===== src/rtl/uart_pkg.sv =====
// rtl/uart_pkg.sv - bit-rate codes, nominal start-bit periods and autobaud state encoding
package uart_pkg;

    localparam logic [3:0] BR_2400    = 4'h1;
    localparam logic [3:0] BR_4800    = 4'h2;
    localparam logic [3:0] BR_9600    = 4'h3;
    localparam logic [3:0] BR_19200   = 4'h4;
    localparam logic [3:0] BR_38400   = 4'h5;
    localparam logic [3:0] BR_57600   = 4'h6;
    localparam logic [3:0] BR_115200  = 4'h7;
    localparam logic [3:0] BR_230400  = 4'h8;
    localparam logic [3:0] BR_460800  = 4'h9;
    localparam logic [3:0] BR_921600  = 4'ha;
    localparam logic [3:0] BR_6M25    = 4'hf;
    localparam logic [3:0] BR_DEFAULT = BR_9600;

    typedef enum logic [2:0] {
        S_IDLE,
        S_WAIT_IDLE,
        S_WAIT_FALL,
        S_MEASURE,
        S_CLASSIFY,
        S_VERIFY,
        S_LOCK,
        S_FAIL
    } abState_t;

    // Bit period in F50Clk cycles for each code; 0 marks an unused code.
    function automatic logic [15:0] nominalPeriod(input logic [3:0] code);
        case (code)
            BR_2400:   return 16'd20833;
            BR_4800:   return 16'd10417;
            BR_9600:   return 16'd5208;
            BR_19200:  return 16'd2604;
            BR_38400:  return 16'd1302;
            BR_57600:  return 16'd868;
            BR_115200: return 16'd434;
            BR_230400: return 16'd217;
            BR_460800: return 16'd108;
            BR_921600: return 16'd54;
            BR_6M25:   return 16'd8;
            default:   return 16'd0;
        endcase
    endfunction

endpackage


===== src/rtl/uart_autobaud_classify.sv =====
// rtl/uart_autobaud_classify.sv - combinational start-bit width to bit-rate code matcher
module uart_autobaud_classify
    import uart_pkg::*;
(
    input  logic [15:0] width,
    output logic [3:0]  code,
    output logic        hit
);

    // Tolerance is nominal/8 either side; the windows never overlap.
    function automatic logic inWindow(input logic [15:0] w, input logic [15:0] nom);
        logic [16:0] lo;
        logic [16:0] hi;
        lo = {1'b0, nom} - {4'b0, nom[15:3]};
        hi = {1'b0, nom} + {4'b0, nom[15:3]};
        return (nom != 16'd0) && ({1'b0, w} >= lo) && ({1'b0, w} <= hi);
    endfunction

    // Scan every code; at most one window can contain the width.
    always_comb begin
        code = BR_DEFAULT;
        hit  = 1'b0;
        for (int i = 1; i < 16; i++) begin
            if (inWindow(width, nominalPeriod(4'(i)))) begin
                code = 4'(i);
                hit  = 1'b1;
            end
        end
    end

endmodule


===== src/rtl/uart_autobaud_ctrl.sv =====
// rtl/uart_autobaud_ctrl.sv - start-bit autobaud controller driving BitRateSel (option AUTOBAUD_VERIFY_EN)
module uart_autobaud_ctrl
    import uart_pkg::*;
#(
    parameter logic [15:0] IDLE_CYCLES = 16'd2000,
    parameter int          SYNC_STAGES = 2
)(
    input  logic       F50Clk,
    input  logic       reset_n,
    input  logic       rxd,
    input  logic       start,
    input  logic       manual_mode,
    input  logic [3:0] manual_sel,
    output logic [3:0] BitRateSel,
    output logic       busy,
    output logic       locked,
    output logic       error
);

    logic [SYNC_STAGES-1:0] rxdSync;
    logic                   rxdS;
    logic                   rxdD;
    logic                   fallEdge;
    logic                   riseEdge;
    abState_t               state;
    abState_t               nextState;
    logic [15:0]            cnt;
    logic [15:0]            idleCnt;
    logic [3:0]             detCode;
    logic [3:0]             clsCode;
    logic                   clsHit;
    logic                   enterLock;
`ifdef AUTOBAUD_VERIFY_EN
    logic [3:0]             firstCode;
    logic                   secondPass;
`endif

    assign rxdS      = rxdSync[SYNC_STAGES-1];
    assign fallEdge  = rxdD & ~rxdS;
    assign riseEdge  = ~rxdD & rxdS;
    assign enterLock = (nextState == S_LOCK) && (state != S_LOCK);

    // The measured width is held in cnt while CLASSIFY evaluates it.
    uart_autobaud_classify uClassify (
        .width (cnt),
        .code  (clsCode),
        .hit   (clsHit)
    );

    // Synchronizer chain plus delayed copy; preset high so reset never looks like a start bit.
    always_ff @(posedge F50Clk or negedge reset_n) begin
        if (!reset_n) begin
            rxdSync <= '1;
            rxdD    <= 1'b1;
        end else begin
            rxdSync <= {rxdSync[SYNC_STAGES-2:0], rxd};
            rxdD    <= rxdS;
        end
    end

    // State register.
    always_ff @(posedge F50Clk or negedge reset_n) begin
        if (!reset_n) state <= S_IDLE;
        else          state <= nextState;
    end

    // Next-state logic; start overrides everything, including a coincident rising edge.
    always_comb begin
        nextState = state;
        case (state)
            S_IDLE: ;
            S_WAIT_IDLE: if (rxdS && idleCnt == IDLE_CYCLES - 16'd1) nextState = S_WAIT_FALL;
            S_WAIT_FALL: if (fallEdge) nextState = S_MEASURE;
            S_MEASURE: begin
                if (riseEdge)                         nextState = S_CLASSIFY;
                else if (!rxdS && cnt == 16'hFFFF)   nextState = S_FAIL;
            end
`ifdef AUTOBAUD_VERIFY_EN
            S_CLASSIFY: begin
                if (!clsHit)                     nextState = S_FAIL;
                else if (!secondPass)            nextState = S_VERIFY;
                else if (clsCode == firstCode)   nextState = S_LOCK;
                else                             nextState = S_FAIL;
            end
            S_VERIFY: nextState = S_WAIT_FALL;
`else
            S_CLASSIFY: nextState = clsHit ? S_LOCK : S_FAIL;
`endif
            S_LOCK: ;
            S_FAIL: ;
            default: nextState = S_IDLE;
        endcase
        if (start) nextState = S_WAIT_IDLE;
    end

    // Idle-high run counter and start-bit width counter.
    always_ff @(posedge F50Clk or negedge reset_n) begin
        if (!reset_n) begin
            cnt     <= 16'd0;
            idleCnt <= 16'd0;
        end else if (start) begin
            cnt     <= 16'd0;
            idleCnt <= 16'd0;
        end else begin
            case (state)
                S_WAIT_IDLE: idleCnt <= rxdS ? idleCnt + 16'd1 : 16'd0;
                S_WAIT_FALL: if (fallEdge) cnt <= 16'd1;
                S_MEASURE:   if (!rxdS && cnt != 16'hFFFF) cnt <= cnt + 16'd1;
                default: ;
            endcase
        end
    end

`ifdef AUTOBAUD_VERIFY_EN
    // First-pass code remembered for comparison against the second pulse.
    always_ff @(posedge F50Clk or negedge reset_n) begin
        if (!reset_n) begin
            firstCode  <= BR_DEFAULT;
            secondPass <= 1'b0;
        end else if (start) begin
            secondPass <= 1'b0;
        end else if (state == S_CLASSIFY && nextState == S_VERIFY) begin
            firstCode  <= clsCode;
            secondPass <= 1'b1;
        end
    end
`endif

    // Detected code and generator select; BitRateSel moves only on lock or manual override.
    always_ff @(posedge F50Clk or negedge reset_n) begin
        if (!reset_n) begin
            detCode    <= BR_DEFAULT;
            BitRateSel <= BR_DEFAULT;
        end else begin
            if (enterLock) detCode <= clsCode;
            if (manual_mode)    BitRateSel <= manual_sel;
            else if (enterLock) BitRateSel <= clsCode;
            else                BitRateSel <= detCode;
        end
    end

    // Status decode from the state register.
    always_comb begin
        busy   = (state == S_WAIT_IDLE) || (state == S_WAIT_FALL) || (state == S_MEASURE) ||
                 (state == S_CLASSIFY)  || (state == S_VERIFY);
        locked = (state == S_LOCK);
        error  = (state == S_FAIL);
    end

endmodule

===== config.mk =====
export PLATFORM = sky130hd
export DESIGN_NAME = uart_autobaud_ctrl
export DESIGN_NICKNAME = d
export VERILOG_FILES = /design/src/rtl/uart_pkg.sv /design/src/rtl/uart_autobaud_classify.sv /design/src/rtl/uart_autobaud_ctrl.sv
export SDC_FILE = /design/constraint.sdc
export NUM_CORES = 1
export LEC_CHECK = 0
export CORE_MARGIN = 4
export CORE_UTILIZATION = 40
export DETAILED_ROUTE_END_ITERATION = 8
export GPL_ROUTABILITY_DRIVEN = 0
export SKIP_LAST_GASP = 1
export SLEW_MARGIN = 20
export SYNTH_ARGS = -nofsm -noshare
export SYNTH_HDL_FRONTEND = slang
export SYNTH_SLANG_ARGS = --single-unit
export TNS_END_PERCENT = 50

===== constraint.sdc =====
create_clock -name F50Clk -period 2.42 [get_ports F50Clk]
set_input_delay 0.484 -clock F50Clk [delete_from_list [all_inputs] [get_ports F50Clk]]
set_output_delay 0.484 -clock F50Clk [all_outputs]
set_load 0.005 [all_outputs]

== Word-level counts from Yosys, hierarchy flattened ==
Cells that the tools add are included.
Word-level totals
  register bits after elaboration: 46
  bits of input ports: 9
  output and inout bits: 7
  logic and storage cells: 112
Operators by class
  add/sub/neg operators: 2
  order comparisons: 22
  equality and inequality tests: 14
  multiplexer cells: 38
  bitwise operators: 4
  reduce and logical (&&, ||, !) cells: 25
Operators by type and width (number)
  16-bit two-way mux: 6
  4-bit two-way mux: 12
  16-bit by 1-bit adder with 16-bit output, second input constant: 2
  16-bit one-hot mux with 2 select lines: 1
  16-bit by 11-bit equality test with 1-bit output, second input constant: 1
  16-bit equality test, second input constant: 1
  16-bit by 10-bit greater-or-equal comparator with 1-bit output, second input constant: 1
  16-bit by 11-bit greater-or-equal comparator with 1-bit output, second input constant: 1
  16-bit by 12-bit greater-or-equal comparator with 1-bit output, second input constant: 1
  16-bit by 13-bit greater-or-equal comparator with 1-bit output, second input constant: 1
  16-bit by 14-bit greater-or-equal comparator with 1-bit output, second input constant: 1
  16-bit by 15-bit greater-or-equal comparator with 1-bit output, second input constant: 1
  16-bit by 3-bit greater-or-equal comparator with 1-bit output, second input constant: 1
  16-bit by 6-bit greater-or-equal comparator with 1-bit output, second input constant: 1
  16-bit by 7-bit greater-or-equal comparator with 1-bit output, second input constant: 1
  16-bit by 8-bit greater-or-equal comparator with 1-bit output, second input constant: 1
  16-bit by 9-bit greater-or-equal comparator with 1-bit output, second input constant: 1
  16-bit by 10-bit less-or-equal comparator with 1-bit output, second input constant: 1
  16-bit by 11-bit less-or-equal comparator with 1-bit output, second input constant: 1
  16-bit by 12-bit less-or-equal comparator with 1-bit output, second input constant: 1
  16-bit by 13-bit less-or-equal comparator with 1-bit output, second input constant: 1
  16-bit by 14-bit less-or-equal comparator with 1-bit output, second input constant: 1
  16-bit by 15-bit less-or-equal comparator with 1-bit output, second input constant: 1
  16-bit by 4-bit less-or-equal comparator with 1-bit output, second input constant: 1
  other kinds (23): 64

== Longest topological paths before layout ==
  word-level depth: 20
  depth in mapped cells: 11
  gate-level depth less buffers: 9

== By module ==
Synthesis repeated with hierarchy kept, for this count alone.
Second synthesis, totals
  cells, all modules: 389
  area total of the unflattened synthesis: 3365.7 µm²
By module, submodules not included
  uart_autobaud_ctrl: times used 1, cells each 272, area each 2605.0 µm², sequential area each 1159.9 µm²
  uart_autobaud_classify: times used 1, cells each 117, area each 760.7 µm², sequential area each 0.0 µm²

== Worst setup path after synthesis ==
OpenSTA, ideal clock, no wires.
  path type: register to register
  start point: register cnt[1]
  end point: register BitRateSel[1]
  library setup time: 82 ps
  arrival: 2538 ps
  data required time: 2338 ps
  slack: -200 ps
  stages on the path, launching flop included: 10
  path buffers: 0
  period minus slack after synthesis: 2620 ps
  cell sequence: dfrtp_1 inv_1 ha_1 nand2b_1 a2111oi_0 o21ai_0 and3_1 or4b_1 o2111a_1 o31a_1
Between the ends
  cells in the longest elaborated chain, start to end: 20
  elaborated cells on any way between the ends: 66
  classes of those cells: order compare: 22; eq/ne: 2; mux: 29; reduce/logical: 13
Ends and longest elaborated chain
  from (decl): RTL line uart_autobaud_ctrl.sv:27  | logic [15:0] cnt;
  from (signal assigned): RTL line uart_autobaud_ctrl.sv:108  | S_MEASURE: if (!rxdS && cnt != 16'hFFFF) cnt <= cnt + 16'd1;
  16-bit by 15-bit greater-or-equal comparator with 1-bit output / 16-bit by 15-bit less-or-equal comparator with 1-bit output (equally long branches): RTL line uart_autobaud_classify.sv:16  | return (nom != 16'd0) && ({1'b0, w} >= lo) && ({1'b0, w} <= hi);
  1-bit logical AND: RTL line uart_autobaud_classify.sv:16
  1-bit two-way mux (11 in a row): RTL line uart_autobaud_classify.sv:24  | if (inWindow(width, nominalPeriod(4'(i)))) begin
  1-bit two-way mux: RTL line uart_autobaud_ctrl.sv:87  | S_CLASSIFY: nextState = clsHit ? S_LOCK : S_FAIL;
  3-bit one-hot mux with 5 select lines: RTL line uart_autobaud_ctrl.sv:70  | case (state)
  3-bit two-way mux: RTL line uart_autobaud_ctrl.sv:93  | if (start) nextState = S_WAIT_IDLE;
  3-bit equality test: RTL line uart_autobaud_ctrl.sv:41  | assign enterLock = (nextState == S_LOCK) && (state != S_LOCK);
  1-bit logical AND: RTL line uart_autobaud_ctrl.sv:41
  4-bit two-way mux (*)
  4-bit two-way mux (*): RTL line uart_autobaud_ctrl.sv:136  | if (manual_mode) BitRateSel <= manual_sel;
  to (signal assigned): RTL line uart_autobaud_ctrl.sv:136
  to (signal assigned): RTL line uart_autobaud_ctrl.sv:137  | else if (enterLock) BitRateSel <= clsCode;
  to (signal assigned): RTL line uart_autobaud_ctrl.sv:138  | else BitRateSel <= detCode;
  to (decl): RTL line uart_autobaud_ctrl.sv:14  | output logic [3:0] BitRateSel,
Mark *: on every way between the ends. The rest lies on a longest branch, timed or not.
A chain may end at the register's enable or synchronous reset.

== Worst setup path in the final report ==
  start point: register cnt[13]
  end point: register BitRateSel[3]
Same word-level chain as after synthesis.

==> flow_summary_export.csv <==
group,metric,value,unit
grt,grt_start_max_net_pins,25,
synthesis,synth_cells,381,
clocking,cts_sinks,46,
synthesis,synth.most_common_cell,"nor2_1",
layout,area.growth.synth_to_final,24.9,%
timing,finalWorstSetupSlack,-0.0630,ns
grt,gr_peak_layer,"met2",
routing,routed_via_density,5.73,
clocking,htree_levels,2,
clocking,clk_pin_slew_worst_paths,0.10,ns
floorplanning,die-area,9240,µm²
floorplanning,placeableCoreArea,7410,µm²
grt,grt_util_all_layers,19.6,%
synthesis,yosys.area.top_type,"dfrtp_1",
place,dp_hpwl,6250,µm
setup_path,cp.arrival,2.74,ns
layout,area_of_the_multi_input_gates,1870,µm²
setup_path,worstPathRequired,2.67,ns
synthesis,yosys-top-cells-count,"nor2_1 (47), dfrtp_1 (39), o21ai_0 (38)",
routing,drt_iter0_drc,235,
power,seqPwrFrac,56.8,%
routing,drtAntennaViolNets,0,
synthesis,synth_sequential_area_ratio,37.3,%
floorplanning,floorplan.io_pins,16,
timing,final.setup_skew,0.0157,ns
grt,antenna_found_initial,0,
setup_path,worstSetupStartpointType,"flop",
place,dpl_worst_slack,-0.0645,ns
layout,final_nets,448,
power,total_leakage_power,0.00165,µW
synthesis,synthFlopType,"dfrtp_1",
synthesis,yosysWarnings,0,
setup_path,crit_type,"flop to flop",
setup_path,timing.critical_path.buf_inv,1,
timing,hold_viol_final,0,
synthesis,synth_cell_types,60,
timing,final-max-slew-violation-count,0,
power,cell_internal_pwr,1040,µW
timing,actual_slew_at_the_worst_max_slew_pin,0.571,ns
layout,drive_above_1_share,24.0,%
timing,grt_setup_unrepaired,"yes",
power,power.share.clock,34.8,%
floorplanning,floorplan.rows,31,
setup_path,critical-path-max-stage-delay,0.58,ns
timing,slew-limit-headroom,61.9,%
worst_hold_path,hold_class,"input port to async pin",
power,vdd_ir_drop_max,192,µV
synthesis,synth-edff-count,0,
timing,setup_tns,-0.157,ns
synthesis,syn_nets,396,
grt,global_route.usage.met1,25.0,%
setup_path,path_delay_family,"simple AND/OR/NAND/NOR gates",
grt,gr-usage-met3,3.36,%
floorplanning,die_height,96.1,µm
floorplanning,floorplan.die.width,96.1,µm
grt,grt_overflow_total,0,
setup_path,cp_cell_sequence,"nor4_1, buf_4, and3_1, and4_1, or4_4, or4_1, nand3_1",
floorplanning,floorplan.initialDensity,41.9,%
clocking,cts_buffer_depth,2,
timing,fmaxAchievable,0.403,GHz
synthesis,mapped_cell_area,3110,µm²
place,dpl-instance-area,3690,µm²
layout,post-route-util,52.3,%
routing,detail_route.wirelength,8490,µm
clocking,cts_tree,"done",
synthesis,synthDominantCellAreaShare,31.4,%
grt,grt_pass1_vias,2900,
clocking,cts_made_buffers,5,
setup_path,cpMaxStageDelayCell,"or4_4",
place,buffer_ports.inserted,15,
job,cap_violations,0,
power,power.switching,352,µW
layout,area.sequential,1160,µm²
power,power.switching_fraction,25.3,%
layout,antennaDiodeCount,0,
clocking,clock_latency,0.31,ns
status,status,"finished with violations",
synthesis,async_flop_share,100,%
clocking,holdBufCountCts,0,
status,failing_checks,"negative setup slack",
layout,postLayoutCellArea,3880,µm²
grt,grt_pass1_wl,14100,µm
setup_path,worstPathMaxFanout,10,
power,overall_power_after_layout,1390,µW
layout,fillCellCount,706,
clocking,cts_root_buffer,"clkbuf_8",
setup_path,reg2reg_slack,-0.06,ns
setup_path,end_kind,"flop",
power,power.density_cell_area,359,nW/µm²
synthesis,flip_flop_and_latch_count_after_synthesis,46,
routing,avgRoutedWirePerCell,15.9,µm
timing,fin_crit,2.48,ns
grt,met2_usage,32.8,%
routing,detailroute.via_count,3052,
power,combinationalPowerShare,8.4,%
synthesis,cells_taking_the_most_area_after_synthesis,"dfrtp_1 (31%), o21ai_0 (6.1%), dfstp_2 (5.9%)",
synthesis,syn_area_per_cell,8.15,µm²
timing,final.period_utilization,103,%
routing,drt_first_pass_iters,6,
timing,setup_viol,4,
routing,drcViolationCount,0,
[power groups by stage]
stage / clock network, µW / registers [µW] / logic, µW
final: 484 / 791 / 118
after global routing: 542 / 794 / 132
after CTS: 507 / 791 / 118
after detailed placement: 0 / 806 / 118
after global placement: 0 / 806 / 118
after floorplan: 0 / 806 / 51.1
[cell usage in the layout, fill, tap and decap left out, types with 5 or more instances in the layout]
master / n
xor2_1: 10
nand3_1: 13
inv_1: 9
nor3_1: 14
o31ai_1: 7
a31oi_1: 7
nand2b_1: 5
buf_4: 59
clkbuf_8: 5
nor2_1: 47
and3_1: 17
a21oi_1: 9
clkdlybuf4s50_1: 14
dfstp_2: 7
nand2_1: 35
nand4_1: 9
dfrtp_1: 35
o21ai_0: 35
[metrics by stage]
stage               cells  hold slack (ns)
CTS                   530            0.176
floorplan             381            0.188
detailed placement    520            0.347
finish                533            0.159
global route          533            0.192
global placement      520            0.348
[registers in the layout (all words and copies together) (netlist names)]
signal      flops
BitRateSel      4
cnt            16
detCode         4
idleCnt        16
rxdD            1
rxdSync         2
state           3
[path summary, 6_finish.rpt]
path | startpoint | endpoint | cells past startpoint
min in group F50Clk | rxdSync[0] | rxdSync[1] | 0
hold / removal | reset_n | BitRateSel[3] | 1
setup / recovery | cnt[13] | BitRateSel[3] | 7
max in group asynchronous | reset_n | rxdSync[1] | 2
setup reg to reg | cnt[13] | BitRateSel[3] | 7
hold reg to reg | rxdSync[0] | rxdSync[1] | 0
[final cells by class]
cell class,instances,area share [%]
Multi-Input combinational cell,295,48.1
Sequential cell,46,30.0
Timing Repair Buffer,74,15.2
Tap cell,99,3.19
Clock buffer,5,1.77
Inverter,11,1.13
Clock inverter,3,0.549
[kinds of logic (layout without fill, tap and decap cells)]
group           Yosys count  count (layout)  synth area share (%)
compound gates           97              97                  20.7
fa+ha+maj                 6               6                  2.42
simple gates            177             177                  29.4
mux                       1               1                 0.322
flops                    46              46                  37.3
xor+xnor                 14              14                  3.95
buf+inv                  40              93                  5.88
[routing by layer]
layer	vias up	share of wire, %	wire (µm)
met3	16	6.0	511
met4	0	2.4	201
met1	1434	43	3680
met2	119	48	4100
met5	-	0	0
li1	1483	-	-
[timing repair]
action | in CTS | in global routing
setup buffers | 2 | 3
gates cloned | 0 | 0
gates resized for setup | 5 | 12
endpoints found under the setup margin | 5 | 16
pin swaps | 3 | 5
Power figures use the tool's default switching activity.
